**config.mk**
```make
export PLATFORM = sky130hd
export DESIGN_NAME = lcd_pixel_fetch
export DESIGN_NICKNAME = d
export VERILOG_FILES = /design/src/rtl/lcd_pixel_fetch.sv
export SDC_FILE = /design/constraint.sdc
export NUM_CORES = 1
export LEC_CHECK = 0
export ABC_CLOCK_PERIOD_IN_PS = 7170
export CORE_UTILIZATION = 65
export CTS_BUF_LIST = sky130_fd_sc_hd__clkbuf_8
export DETAILED_ROUTE_END_ITERATION = 12
export GPL_ROUTABILITY_DRIVEN = 0
export HOLD_SLACK_MARGIN = 0.06
export MAX_ROUTING_LAYER = met4
export PLACE_DENSITY = 0.92
export SLEW_MARGIN = 20
export SYNTH_ARGS = -nofsm -noshare
export SYNTH_HDL_FRONTEND = slang
export SYNTH_SLANG_ARGS = --single-unit
export TNS_END_PERCENT = 30
```
**constraint.sdc**
```tcl
create_clock -name lcd_clk -period 7.17 [get_ports lcd_clk]
set_input_delay 0.717 -clock lcd_clk [delete_from_list [all_inputs] [get_ports lcd_clk]]
set_output_delay 0.717 -clock lcd_clk [all_outputs]
set_load 0.02 [all_outputs]
```
**src/rtl/lcd_pixel_fetch.sv**
```systemverilog
`timescale 1ns/1ps
`default_nettype none
// ============================================================================
// Module   : lcd_pixel_fetch
// Purpose  : Upstream feeder for the LCD timing driver. Walks the frame RAM
//            in raster order, buffers the returned RGB565 words in a
//            show-ahead FIFO and hands them out on a valid/ready port.
//            Every falling edge of lcd_vs restarts the frame from address 0.
// Ports    : lcd_clk      - pixel clock
//            rst_n        - asynchronous active-low reset
//            lcd_vs       - vertical sync from the driver (active-low)
//            mem_rd_en    - frame RAM read strobe
//            mem_rd_addr  - frame RAM word address
//            mem_rd_data  - RAM data, valid the cycle after mem_rd_en
//            ram_rd_valid - FIFO holds at least one pixel
//            ram_rd_ready - downstream takes the head pixel this cycle
//            pixel_data   - head pixel (16'h0000 while the FIFO is empty)
//            frame_err    - sticky: frame restarted before fully delivered
// Revision : 1.0 - initial release
// ============================================================================
module lcd_pixel_fetch #(
  parameter int IMG_W   = 640,
  parameter int IMG_H   = 480,
  parameter int ADDR_W  = 19,
  parameter int FIFO_AW = 4
) (
  input  logic              lcd_clk,
  input  logic              rst_n,
  input  logic              lcd_vs,
  output logic              mem_rd_en,
  output logic [ADDR_W-1:0] mem_rd_addr,
  input  logic [15:0]       mem_rd_data,
  output logic              ram_rd_valid,
  input  logic              ram_rd_ready,
  output logic [15:0]       pixel_data,
  output logic              frame_err
);

  localparam int                c_depth    = 2**FIFO_AW;
  localparam logic [ADDR_W-1:0] c_frame_px = ADDR_W'(IMG_W*IMG_H);
  localparam logic [ADDR_W-1:0] c_last_px  = ADDR_W'(IMG_W*IMG_H-1);

  typedef enum logic [1:0] {
    S_IDLE  = 2'd0,
    S_FETCH = 2'd1,
    S_DONE  = 2'd2
  } state_t;

  state_t               r_state;
  logic                 r_vs_q;
  logic                 r_rd_en_q;
  logic [ADDR_W-1:0]    r_addr;       // doubles as the fetch count
  logic [ADDR_W-1:0]    r_deliv_cnt;
  logic [FIFO_AW-1:0]   r_wr_ptr;
  logic [FIFO_AW-1:0]   r_rd_ptr;
  logic [FIFO_AW:0]     r_count;
  logic                 r_frame_err;
  logic [15:0]          r_fifo [c_depth];

  logic                 w_vs_fall;
  logic                 w_push;
  logic                 w_pop;
  logic [FIFO_AW+1:0]   w_level;

  assign w_vs_fall = r_vs_q & ~lcd_vs;

  // Occupancy including the read still in flight; a pop in the same cycle
  // is deliberately ignored so the FIFO can never be overrun.
  assign w_level   = {1'b0, r_count} + {{(FIFO_AW+1){1'b0}}, r_rd_en_q};
  assign mem_rd_en = (r_state == S_FETCH) && (w_level < (FIFO_AW+2)'(c_depth));

  assign ram_rd_valid = (r_count != '0);
  assign pixel_data   = ram_rd_valid ? r_fifo[r_rd_ptr] : 16'h0000;
  assign mem_rd_addr  = r_addr;
  assign frame_err    = r_frame_err;

  // A frame restart flushes the FIFO, so neither the returning read nor a
  // pop on that edge may touch the FIFO state.
  assign w_push = r_rd_en_q & ~w_vs_fall;
  assign w_pop  = ram_rd_valid & ram_rd_ready & ~w_vs_fall;

  always_ff @(posedge lcd_clk or negedge rst_n) begin
    if (!rst_n) begin
      r_state     <= S_IDLE;
      r_vs_q      <= 1'b1;
      r_rd_en_q   <= 1'b0;
      r_addr      <= '0;
      r_deliv_cnt <= '0;
      r_wr_ptr    <= '0;
      r_rd_ptr    <= '0;
      r_count     <= '0;
      r_frame_err <= 1'b0;
    end else begin
      r_vs_q <= lcd_vs;
      if (w_vs_fall) begin
        if ((r_state != S_IDLE) && (r_deliv_cnt < c_frame_px))
          r_frame_err <= 1'b1;
        r_state     <= S_FETCH;
        r_rd_en_q   <= 1'b0;
        r_addr      <= '0;
        r_deliv_cnt <= '0;
        r_wr_ptr    <= '0;
        r_rd_ptr    <= '0;
        r_count     <= '0;
      end else begin
        r_rd_en_q <= mem_rd_en;

        case (r_state)
          S_FETCH: begin
            if (mem_rd_en) begin
              r_addr <= r_addr + ADDR_W'(1);
              if (r_addr == c_last_px)
                r_state <= S_DONE;
            end
          end
          default: begin
            r_state <= r_state;
          end
        endcase

        if (w_push)
          r_wr_ptr <= r_wr_ptr + FIFO_AW'(1);
        if (w_pop) begin
          r_rd_ptr <= r_rd_ptr + FIFO_AW'(1);
          if (r_deliv_cnt != c_frame_px)
            r_deliv_cnt <= r_deliv_cnt + ADDR_W'(1);
        end

        if (w_push && !w_pop)
          r_count <= r_count + (FIFO_AW+1)'(1);
        else if (!w_push && w_pop)
          r_count <= r_count - (FIFO_AW+1)'(1);

        a_no_overflow: assert (!(w_push && !w_pop && (r_count == (FIFO_AW+1)'(c_depth))));
      end
    end
  end

  // Storage kept free of reset so it maps onto a plain RAM.
  always_ff @(posedge lcd_clk) begin
    if (w_push)
      r_fifo[r_wr_ptr] <= mem_rd_data;
  end

endmodule
`default_nettype wire
```
==> qor.csv <==
metric,value,unit
synth.largest_area_cell,edfxtp_1,
worstSetupPathType,register to primary output,
vias,7945,
dp_hpwl,17.2,mm
synth-main-ff-cell,edfxtp_1,
hold_slack,286,ps
hold_path.class,input pin to asynchronous set/reset pin,
drive_above_1_share,0.144,
dieArea,20500,um2
place_area,13900,um2
post-route-drc-count,0,
p_leak,0.00513,uW
drt-pass1-iter-count,7,
cts_made_buffers,47,
synthesis.area,13000,um2
path_max_fanout,21,
cts_tree,done,
synthMuxAreaShare,0.109,
period_share,0.669,
synthArstFlopShare,0.179,
startpoint_type,register,
first_global_vias,8139,
startpoint,r_rd_ptr[2]$_DFFE_PN0P_,
ant_nets,0,
yosysMostFrequentCell,edfxtp_1,
synth.area.top_cells,"edfxtp_1, dfrtp_1, mux4_2",
synth_edf_count,256,
clock_latency,560,ps
cts_resized,0,
cts_setup_buffers,0,
synthAdderAreaFrac,0.0131,
grt_pass1_wl,44.8,mm
crit_path_end_kind,primary output,
worstPathRequired,6450,ps
coreArea,19500,um2
setup_tns,0,ps
grt_antenna_before_repair,1,
grt_use_total,0.310,
synth_xor_area_frac,0.0264,
die_w,143,um
synth_commonest_cells,"edfxtp_1, mux2i_1, dfrtp_1",
cts.sinks,312,
fin_crit,4790,ps
worst_slack,2380,ps
overflow,0,
rsz0062_at_grt,no,
fin_nets,932,
synth_top_family_by_area,multiplexers,
power_density,352,nW/um2
status,completed,
cts-root-buf,clkbuf_8,
irDropWorstVdd,0.000247,V
synth-compound-area-share,0.0666,
clock_path_buffers,3,
ys_types,49,
start_util,0.663,
drt-total-wl,29.4,mm
yosysWarningCount,0,
r2r-start,r_count[1]$_DFFE_PN0P_,
arrival,4080,ps
vias_per_cell,6.60,
synth_top_area_share,0.594,
areaGrowthSynthToFinish,14.3,%
wl_per_cell,24.4,um
port_buffers,57,
max_slew_margin,0.269,
hold_viol,0,
syn_inst,817,
clock_skew,18.4,ps
htreeDepth,2,
post-place-ws,3210,ps
worst_slew_pin_slew,1100,ps
report.power.total,5210,uW
finalMaxSlewViolations,0,
io_pins,58,
placementRows,51,
holdBufCountCts,0,
yosysSeqAreaShare,0.702,
postSynthAreaPerCell,15.9,um2
fmax,209,MHz
synthSimpleGateAreaFrac,0.0621,
fillCellCount,1101,
grt_max_degree,57,
ys_ff_latch,312,
finalSetupViolations,0,
postLayoutCellArea,14800,um2
maxCapViolCount,0,
clk_pin_slew,60,ps
syn_nets,850,
drt_iter0_drc,905,
die_h,143,um
-- metal layers --
layer,vias to the layer above,global-route usage,share of wire
met4,0,0.158,0.044
met3,118,0.0577,0.090
met2,523,0.500,0.50
met1,3943,0.378,0.36
li1,3361,-,-
met5,-,-,0
-- worst max-delay path, cell delays in order, from the launching register on --
cell and delay (ps):
dfrtp_1 990, nand2b_1 540, buf_4 390, o221ai_1 340, o32a_1 230, nand2_1 80
a21oi_1 290, clkdlybuf4s50_1 660
-- sequential cells by signal, summed over array words and instances, names as in the netlist, 2 cells and up --
name	flops
r_count	5
r_state	2
r_wr_ptr	4
r_fifo	256
r_deliv_cnt	19
r_rd_ptr	4
mem_rd_addr	19
-- cell usage in the layout (no fill, tap or decap), drive strengths merged, types with 2 or more instances in the layout --
| cell type | n |
|---|---|
| o211ai | 2 |
| xnor2 | 26 |
| and3 | 3 |
| a211oi | 5 |
| a211o | 4 |
| and2 | 8 |
| mux2i | 68 |
| xor2 | 13 |
| o22ai | 17 |
| a2111o | 3 |
| and4 | 4 |
| ha | 12 |
| nand3 | 14 |
| o32a | 16 |
| nand2b | 2 |
| edfxtp | 256 |
| o221ai | 16 |
| o21ai | 24 |
| a2111oi | 3 |
| nand4 | 10 |
| or3 | 5 |
| bufinv | 4 |
| clkbuf | 49 |
| dfrtp | 55 |
| nand2 | 35 |
| mux4 | 32 |
| nor3 | 21 |
| buf | 22 |
| inv | 36 |
| nor4 | 5 |
| clkinv | 14 |
| nor2 | 53 |
| a21o | 2 |
| nor3b | 2 |
| clkinvlp | 3 |
| clkdlybuf4s50 | 56 |
| a21oi | 27 |
-- per-stage QoR --
stage           util  std cells
6_report       0.758       1204
4_1_cts        0.758       1203
3_3_place_gp   0.710       1115
3_5_place_dp   0.710       1115
5_1_grt        0.758       1204
2_1_floorplan      -        817
-- power breakdown --
group	internal (uW)	total [uW]	leakage [uW]	switching, uW
clock network	782	1450	0.000544	672
registers	2110	2290	0.00305	183
logic	668	1470	0.00154	801
-- final timing paths --
check	cells past startpoint	to	slack [ps]
worst max-delay path	7	pixel_data[6]	2380
worst min-delay path	2	r_deliv_cnt[1]$_DFFE_PN0P_	290
worst max register to register	9	r_count[4]$_DFFE_PN0P_	4330
worst min register to register	1	frame_err$_DFFE_PN0P_	500
max in group asynchronous	2	r_rd_ptr[0]$_DFFE_PN0P_	6320
min in group lcd_clk	1	frame_err$_DFFE_PN0P_	500
-- final cells by class --
cell class	instances	area (um2)	area share
Sequential cell	312	9090	0.614
Multi-Input combinational cell	442	3640	0.246
Timing Repair Buffer	78	723	0.0489
Clock buffer	49	674	0.0456
Tap cell	265	332	0.0224
Clock inverter	39	272	0.0183
Inverter	18	67.6	0.00456
Antenna cell	1	2.50	0.000169
-- kinds of logic after synthesis --
logic type / Yosys count
multiplexers: 101
flip-flops: 312
AND/OR/NAND/NOR: 166
buffers and inverters: 63
XOR/XNOR: 39
adder cells (fa/ha/maj): 13
AO/OA/AOI/OAI: 123
Note: power is estimated with default switching activity, not from simulation.
